==> src/rtl/data_memory_bus_ctrl.sv <==
`default_nettype none
// ============================================================================
//  Module      : data_memory_bus_ctrl
//  Description : Load/store bus controller with a data-memory window and an
//                MMIO window with wait states, timeout and error responses.
//  Revision    : 2.0 - valid/ready handshake, lane steering, MMIO window
// ============================================================================
module data_memory_bus_ctrl #(
    parameter logic [31:0] DATA_BEGIN   = 32'h0000_2000,
    parameter logic [31:0] DATA_END     = 32'h0000_3FFF,
    parameter int          DATA_BITS    = 13,
    parameter int          READ_LATENCY = 1,
    parameter logic [31:0] MMIO_BEGIN   = 32'h0001_0000,
    parameter logic [31:0] MMIO_END     = 32'h0001_FFFF,
    parameter int          MMIO_TIMEOUT = 15
) (
    input  logic                   clock,
    input  logic                   reset,
    input  logic                   req_valid,
    output logic                   req_ready,
    input  logic [31:0]            req_address,
    input  logic                   req_write,
    input  logic [1:0]             req_size,
    input  logic                   req_unsigned,
    input  logic [31:0]            req_write_data,
    output logic                   resp_valid,
    output logic [31:0]            resp_read_data,
    output logic                   resp_error,
    output logic [DATA_BITS-3:0]   mem_address,
    output logic [3:0]             mem_byteena,
    output logic [31:0]            mem_data,
    output logic                   mem_wren,
    input  logic [31:0]            mem_q,
    output logic                   mmio_valid,
    input  logic                   mmio_ready,
    output logic [31:0]            mmio_address,
    output logic                   mmio_write,
    output logic [3:0]             mmio_byteena,
    output logic [31:0]            mmio_write_data,
    input  logic [31:0]            mmio_read_data
);

    typedef enum logic [1:0] {
        S_IDLE = 2'd0,
        S_MEM  = 2'd1,
        S_MMIO = 2'd2,
        S_RESP = 2'd3
    } state_t;

    localparam logic [7:0] c_read_wait    = 8'(READ_LATENCY - 1);
    localparam logic [7:0] c_timeout_last = 8'(MMIO_TIMEOUT - 1);

    state_t      r_state;
    logic [7:0]  r_count;
    logic        r_write;
    logic [1:0]  r_size;
    logic [1:0]  r_offset;
    logic        r_unsigned;

    logic        w_accept;
    logic        w_misaligned;
    logic        w_in_data;
    logic        w_in_mmio;
    logic [3:0]  w_byteena;
    logic [31:0] w_store_data;
    logic [31:0] w_mem_load;
    logic [31:0] w_mmio_load;

    // Pick the addressed lane from a full word, then sign/zero extend.
    function automatic logic [31:0] load_extend(input logic [31:0] word,
                                                input logic [1:0]  offset,
                                                input logic [1:0]  size,
                                                input logic        zero_ext);
        logic [7:0]  lane_b;
        logic [15:0] lane_h;
        logic [31:0] result;
        case (offset)
            2'd0:    lane_b = word[7:0];
            2'd1:    lane_b = word[15:8];
            2'd2:    lane_b = word[23:16];
            default: lane_b = word[31:24];
        endcase
        lane_h = offset[1] ? word[31:16] : word[15:0];
        case (size)
            2'd0:    result = zero_ext ? {24'b0, lane_b} : {{24{lane_b[7]}}, lane_b};
            2'd1:    result = zero_ext ? {16'b0, lane_h} : {{16{lane_h[15]}}, lane_h};
            default: result = word;
        endcase
        return result;
    endfunction

    assign w_accept     = req_valid & req_ready;
    assign w_misaligned = (req_size == 2'd3)
                        | ((req_size == 2'd1) & req_address[0])
                        | ((req_size == 2'd2) & (|req_address[1:0]));
    assign w_in_data    = (req_address >= DATA_BEGIN) && (req_address <= DATA_END);
    assign w_in_mmio    = (req_address >= MMIO_BEGIN) && (req_address <= MMIO_END);
    assign w_mem_load   = load_extend(mem_q, r_offset, r_size, r_unsigned);
    assign w_mmio_load  = load_extend(mmio_read_data, r_offset, r_size, r_unsigned);

    always_comb begin
        w_byteena    = 4'b1111;
        w_store_data = req_write_data;
        case (req_size)
            2'd0: begin
                w_byteena    = 4'b0001 << req_address[1:0];
                w_store_data = {4{req_write_data[7:0]}};
            end
            2'd1: begin
                w_byteena    = req_address[1] ? 4'b1100 : 4'b0011;
                w_store_data = {2{req_write_data[15:0]}};
            end
            default: ;
        endcase
    end

    always_ff @(posedge clock or negedge reset) begin
        if (!reset) begin
            r_state         <= S_IDLE;
            r_count         <= 8'd0;
            r_write         <= 1'b0;
            r_size          <= 2'd0;
            r_offset        <= 2'd0;
            r_unsigned      <= 1'b0;
            req_ready       <= 1'b0;
            resp_valid      <= 1'b0;
            resp_read_data  <= 32'd0;
            resp_error      <= 1'b0;
            mem_address     <= '0;
            mem_byteena     <= 4'd0;
            mem_data        <= 32'd0;
            mem_wren        <= 1'b0;
            mmio_valid      <= 1'b0;
            mmio_address    <= 32'd0;
            mmio_write      <= 1'b0;
            mmio_byteena    <= 4'd0;
            mmio_write_data <= 32'd0;
        end else begin
            case (r_state)
                S_IDLE: begin
                    if (w_accept) begin
                        req_ready  <= 1'b0;
                        r_write    <= req_write;
                        r_size     <= req_size;
                        r_offset   <= req_address[1:0];
                        r_unsigned <= req_unsigned;
                        if (w_misaligned || !(w_in_data || w_in_mmio)) begin
                            r_state        <= S_RESP;
                            resp_valid     <= 1'b1;
                            resp_error     <= 1'b1;
                            resp_read_data <= 32'd0;
                        end else if (w_in_data) begin
                            r_state     <= S_MEM;
                            r_count     <= c_read_wait;
                            mem_address <= req_address[DATA_BITS-1:2];
                            mem_byteena <= w_byteena;
                            mem_data    <= w_store_data;
                            mem_wren    <= req_write;
                        end else begin
                            r_state         <= S_MMIO;
                            r_count         <= 8'd0;
                            mmio_valid      <= 1'b1;
                            mmio_address    <= req_address;
                            mmio_write      <= req_write;
                            mmio_byteena    <= w_byteena;
                            mmio_write_data <= w_store_data;
                        end
                    end else begin
                        req_ready <= 1'b1;
                    end
                end
                S_MEM: begin
                    mem_wren <= 1'b0;
                    // Stores complete after the single write cycle.
                    if (r_write || (r_count == 8'd0)) begin
                        r_state        <= S_RESP;
                        resp_valid     <= 1'b1;
                        resp_error     <= 1'b0;
                        resp_read_data <= r_write ? 32'd0 : w_mem_load;
                    end else begin
                        r_count <= r_count - 8'd1;
                    end
                end
                S_MMIO: begin
                    if (mmio_ready) begin
                        r_state        <= S_RESP;
                        mmio_valid     <= 1'b0;
                        resp_valid     <= 1'b1;
                        resp_error     <= 1'b0;
                        resp_read_data <= r_write ? 32'd0 : w_mmio_load;
                    end else if (r_count == c_timeout_last) begin
                        r_state        <= S_RESP;
                        mmio_valid     <= 1'b0;
                        resp_valid     <= 1'b1;
                        resp_error     <= 1'b1;
                        resp_read_data <= 32'd0;
                    end else begin
                        r_count <= r_count + 8'd1;
                    end
                end
                S_RESP: begin
                    r_state        <= S_IDLE;
                    resp_valid     <= 1'b0;
                    resp_error     <= 1'b0;
                    resp_read_data <= 32'd0;
                    req_ready      <= 1'b1;
                end
                default: r_state <= S_IDLE;
            endcase
        end
    end

endmodule
`default_nettype wire

==> config.mk <==
export PLATFORM = sky130hd
export DESIGN_NAME = data_memory_bus_ctrl
export DESIGN_NICKNAME = d
export VERILOG_FILES = /design/src/rtl/data_memory_bus_ctrl.sv
export SDC_FILE = /design/constraint.sdc
export NUM_CORES = 1
export LEC_CHECK = 0
export BUFFER_PORTS_ARGS = -buffer_cell sky130_fd_sc_hd__buf_2
export CAP_MARGIN = 30
export CORE_MARGIN = 2
export CORE_UTILIZATION = 51
export DETAILED_ROUTE_END_ITERATION = 8
export PLACE_DENSITY = 0.81
export SLEW_MARGIN = 10
export SYNTH_ARGS = -nofsm -noshare
export SYNTH_HDL_FRONTEND = slang
export SYNTH_SLANG_ARGS = --single-unit
==> constraint.sdc <==
create_clock -name clock -period 3.28 [get_ports clock]
set_clock_uncertainty 0.1 [all_clocks]
set_input_delay 0.328 -clock clock [delete_from_list [all_inputs] [get_ports clock]]
set_output_delay 0.328 -clock clock [all_outputs]
set_load 0.02 [all_outputs]
* Word level (Yosys, flattened, before mapping)
Index checks and enable logic that the tools add are counted.
Operators by class: bitwise gates (word level) 7, multiplexer cells 55, equal/unequal tests 20, reduce and logical (&&, ||, !) cells 24, shift operators 1, magnitude comparators 4, add/sub/neg operators 2
Operators with widths (count):
- 32-bit two-way mux | 11
- 32-bit case mux with 2 select lines | 3
- 32-bit case mux with 4 select lines | 1
- 8-bit case mux with 3 select lines | 3
- 8-bit two-way mux | 5
- 32-bit by 14-bit >= comparator with 1-bit output, second input constant | 1
- 32-bit by 17-bit >= comparator with 1-bit output, second input constant | 1
- 32-bit by 14-bit <= comparator with 1-bit output, second input constant | 1
- 32-bit by 17-bit <= comparator with 1-bit output, second input constant | 1
- 16-bit two-way mux | 2
- 2-bit inequality test, second input constant | 9
- 1-bit two-way mux | 16
- 4-bit AND reduction | 4
- 2-bit two-way mux | 6
- 2-bit equality test, second input constant | 5
- 8-bit by 1-bit adder with 8-bit output, second input constant | 1
- 2-bit by 1-bit equality test with 1-bit output, second input constant | 4
- 8-bit by 4-bit equality test with 1-bit output, second input constant | 1
- 2-bit logical NOT | 4
- 8-bit logical NOT | 1
- 1-bit case mux with 4 select lines | 2
- 2-bit case mux with 4 select lines | 1
- 4-bit case mux with 2 select lines | 1
- 8-bit by 1-bit subtractor with 8-bit output, second input constant | 1
- 17 further kinds | 28
Word-level totals: logic and storage cells 132, output and inout port bits 153, register bits after elaboration 169

* Longest topological paths before layout
word-level depth 8, depth in mapped cells 10, gate-level depth less buffers 9

* Least setup slack after synthesis
Ideal clock, no wire load.
kind flip-flop to flip-flop, start point register r_state[0], end point register resp_read_data[21], stages on the path, launching flop included 11, library setup time 121 ps, setup slack 903 ps, arrival 2156 ps, period minus slack after synthesis 2377 ps, data required time 3059 ps, path buffers 4, cells stage by stage dfrtp_1 inv_1 ha_1 buf_2 and3b_1 clkbuf_1 and2_1 clkbuf_1 clkbuf_1 a221o_1 a22o_1
Between the ends: cells in the longest elaborated chain, start to end 3, elaborated cells between the ends (all ways) 10, classes of those cells eq/ne: 7; mux: 1; reduce/logical: 2
Ends and longest elaborated chain:
- start: declaration | line 53 | state_t r_state;
- start signal: assignment | line 119 | r_state <= S_IDLE;
- start signal: assignment | line 148 | r_state <= S_RESP;
- start signal: assignment | line 153 | r_state <= S_MEM;
- 2-bit equality test (tied with other cells) | line 139 | case (r_state)
- 3-bit inequality test (no line) / 2-bit inequality test (equally long branches)
- 4-bit AND reduction (no line)
- end signal: assignment | line 179 | resp_read_data <= r_write ? 32'd0 : w_mem_load;
- end signal: assignment | line 190 | resp_read_data <= r_write ? 32'd0 : w_mmio_load;
- end: declaration | line 27 | output logic [31:0] resp_read_data,
Parallel ways exist; a longest one is shown, timed or not. A chain may end at the register's enable or synchronous reset.

* Final worst setup path
start point register r_state[0], end point register r_count[7]
Between the ends: cells in the longest elaborated chain, start to end 3, elaborated cells between the ends (all ways) 11, classes of those cells eq/ne: 7; mux: 1; reduce/logical: 3
Ends and longest elaborated chain:
- 2-bit equality test (tied with other cells) | line 139
- 2-bit inequality test (no line) / 3-bit nonzero test (equally long branches)
- 6-bit AND reduction (no line)
- end signal: assignment | line 154 | r_count <= c_read_wait;
- end signal: assignment | line 181 | r_count <= r_count - 8'd1;
- end signal: assignment | line 198 | r_count <= r_count + 8'd1;
- end: declaration | line 54 | logic [7:0] r_count;
Parallel ways exist; a longest one is shown, timed or not.

==> key figures <==
Global route
  – Vias in the first global route: 7783
  – Pin count of the biggest net entering global routing: 76
  – All-Layer GR Usage: 0.299
  – Antenna violations before repair: 1
  – Global-route wire length before repair: 41600 um
  – Remaining Overflow, GRT: 0

STA
  – Final worst-path cycle share: 0.859
  – Final slew viol count: 0
  – RSZ-0062 raised after global routing: false
  – Final setup TNS: 0 ps
  – Setup violations, final: 0
  – Final worst path period need: 2820 ps
  – Maximum clock frequency: ~350 MHz
  – Hold Fails Final Rpt: 0
  – Slew headroom: 0.455
  – Worst slew pin tran: 818 ps

Critical path
  – Largest stage delay on the critical path: 420 ps
  – RR Startpoint: r_state[0]
  – Critical path buffers and inverters: 2
  – Worst-path fanout max: 11
  – Critical-path cell list: inv_1, ha_1, inv_1, ha_1, a21oi_1, o2111ai_1, a21oi_1, nor2_1, o311ai_1
  – Worst path arrival time: 3030 ps
  – Critical setup path kind: register to register
  – Crit path launch type: register
  – R2R Path End: r_count[7]
  – CP endpoint kind: register
  – Crit path from: r_state[0]
  – Path depth of the worst reg2reg path: 9
  – Critical path required time: around 3500 ps
  – Top delay family on crit path: compound AO/OA/AOI/OAI gates
  – Reg2Reg Setup Slack: 460 ps
  – Slowest cell on crit path: dfrtp_1

Floorplanning
  – Initial Utilization: 0.517
  – Io pins: 289
  – Die ar.: around 18000 sq um
  – Die height: approximately 130 um
  – Core area: 16500 sq um
  – Row cnt: 47
  – Die W: around 130 um

Clock network
  – Worst-path clk slew: 70 ps
  – CTS buffer count: 17
  – CTS tree: built
  – Clk_lat worst skew: 420 ps
  – Clk buf depth: 2
  – CTS Sinks: 169
  – Clock root cell: clkbuf_16
  – H-tree level count: 4
  – Gates resized, CTS repair: 0

Placed design
  – Dpl hpwl: 19500 um
  – Placed cell areas: 10200 sq um
  – Input/output buffers: approximately 290
  – Placer Congestion: 0.948

Pwr
  – Pwr dens: between 700 and 800 nW/um^2
  – Worst IR drop on VDD: 0.464 mV
  – Leakage: 5.74 nW

Synth
  – Seq/Total Area, Yosys: 0.497
  – Post-Synthesis Cell Area: 8520 sq um
  – Post-synth ARST share: 1.00
  – Largest family of logic cells by synthesized area: compound AO/OA/AOI/OAI gates
  – YS warnings: 0
  – Multiplexer area fraction after synthesis: 0.0950
  – Synth Area in Simple Gates: 0.151
  – Synth Area in Compound Gates: 0.198
  – Yosys cell types: 64
  – Post-synth EDFFs: 0
  – Synth Area in Adders: 0.0185
  – Post-Synth XOR/XNOR Area: 0.00309
  – Syn_area_per_cell: 10.2 sq um
  – Flops & latches, synth: ~170
  – Syn Inst Count: around 840
  – Ys flop type: dfrtp_1
  – Net count after synthesis: 987

Final layout
  – Fillers: 1330
  – Area Overhead vs Synth: 27.4%
  – Final Net Count: about 1300
  – Final instance area: about 11000 sq um
  – Register area: 4230 sq um
  – Antenna diodes: 0
  – Area occupied by multi-input gates: 3970 sq um
  – Layout cell share with drive strength beyond 1: 0.353

Hold path
  – Worst hold stages: 3
  – Hold_sp: req_address[2]
  – HP Class: input port to register
  – Hold Path Sink: mem_address[0]

Drt
  – Initial DRC Count: 562
  – Post-route DRC: 0
  – Vias post-DR: 7924
  – Routed Antenna Nets: 0
  – Via-to-Cell Ratio: 5.88
  – Post-Route WL: 26400 um
  – Wire per inst: 19.6 um
  – DRT Pass-1 Iters: 5

Job
  – Max-cap violation count: 0

Run status
  – Status: completed
-- state kept, by name (all words and copies together) (netlist names), 2 cells and up --
signal           count
mem_data            32
mmio_address        32
mmio_write_data     32
resp_read_data      32
mem_address         11
r_count              8
mem_byteena          4
mmio_byteena         4
r_offset             2
r_size               2
r_state              2
-- final cells by class --
type                            count  area share
Clock buffer                       19      0.0417
Tap cell                          220      0.0254
Clock inverter                     13      0.0133
Timing Repair Buffer              317       0.160
Multi-Input combinational cell    597       0.366
Inverter                           12     0.00415
Sequential cell                   169       0.390
-- layer usage --
layer	global-route usage	routed length (um)	up-vias
met5	0	13	-
li1	-	-	3597
met3	0.0753	2310	55
met1	0.372	10300	3844
met4	0.125	836	2
met2	0.500	13000	426
-- cells in the final DEF, fill, tap and decap left out, types with 7 or more instances in the layout --
master     count
a211o_1        7
a21oi_1       39
a221o_1       16
a22o_1        27
and2_1        16
and3b_1        7
buf_2        287
buf_4         20
clkbuf_16     17
dfrtp_1      169
ha_1          11
inv_1         12
mux2_2        35
mux2i_1       37
nand2_1      137
nand3_1        8
nor2_1        26
nor2b_1       15
nor3_1         9
o21ai_0       94
o221ai_1      12
or3_1         15
-- worst max-delay path by stage --
stage | endpoint | slack (ps) | depth (start not counted)
after global placement | resp_read_data[30] | 390 | 7
final | r_count[7] | 460 | 9
after detailed placement | r_count[7] | 600 | 9
after floorplan | resp_read_data[21] | 900 | 10
after CTS | r_count[7] | 540 | 9
after global routing | r_count[7] | 230 | 9
-- logic make-up (layout without fill, tap and decap cells) --
| family | count (synthesis) | in the layout |
|---|---|---|
| and+or+nand+nor | 261 | 261 |
| AOI/OAI and AO/OA | 247 | 247 |
| DFF | 169 | 169 |
| muxes | 74 | 74 |
| buffers and inverters | 73 | 361 |
| adders and majority gates | 12 | 12 |
| xor gates and xnor gates | 3 | 3 |
-- cells in the mapped netlist (8+ instances only) --
library cell	instances	area share
nand2_1	137	0.060
ha_1	11	0.016
inv_1	12	0.0053
nor2b_1	15	0.011
nand3_1	8	0.0047
a221o_1	16	0.019
mux2_2	35	0.046
nor3_1	9	0.0053
and2_1	16	0.012
o221ai_1	12	0.012
mux2i_1	37	0.043
clkbuf_1	47	0.021
or3_1	15	0.011
nor2_1	26	0.011
o21ai_0	94	0.055
dfrtp_1	169	0.50
a21oi_1	39	0.023
a22o_1	27	0.028
-- power breakdown --
part,switching [W],total (W),internal [W]
clock,0.000941,0.00200,0.00106
sequential,0.000293,0.00267,0.00238
combinational,0.00218,0.00352,0.00134
total,0.00342,0.00820,0.00478
-- worst min-delay path: cells and delay by family --
kind	cells	cell delay, ps
AND/OR/NAND/NOR	2	90
buffers and inverters	1	90
-- timing repair --
item / 4_1_cts / 5_1_grt
hold buffers: 4 / 0
hold endpoints to repair: 74 / 0
setup buffers: 0 / 0
-- stage by stage --
stage	worst slack, ps	total power (W)	instances	utilization	hold WS (ps)
after floorplan	903	0.00520	839	-	-67.6
after global placement	387	0.00607	1310	0.619	283
after detailed placement	598	0.00617	1311	0.620	283
final	463	0.00820	1347	0.659	14.9
after CTS	536	0.00818	1347	0.659	0.262
after global routing	235	0.00864	1347	0.659	5.12
(Power assumes the default switching activity.)
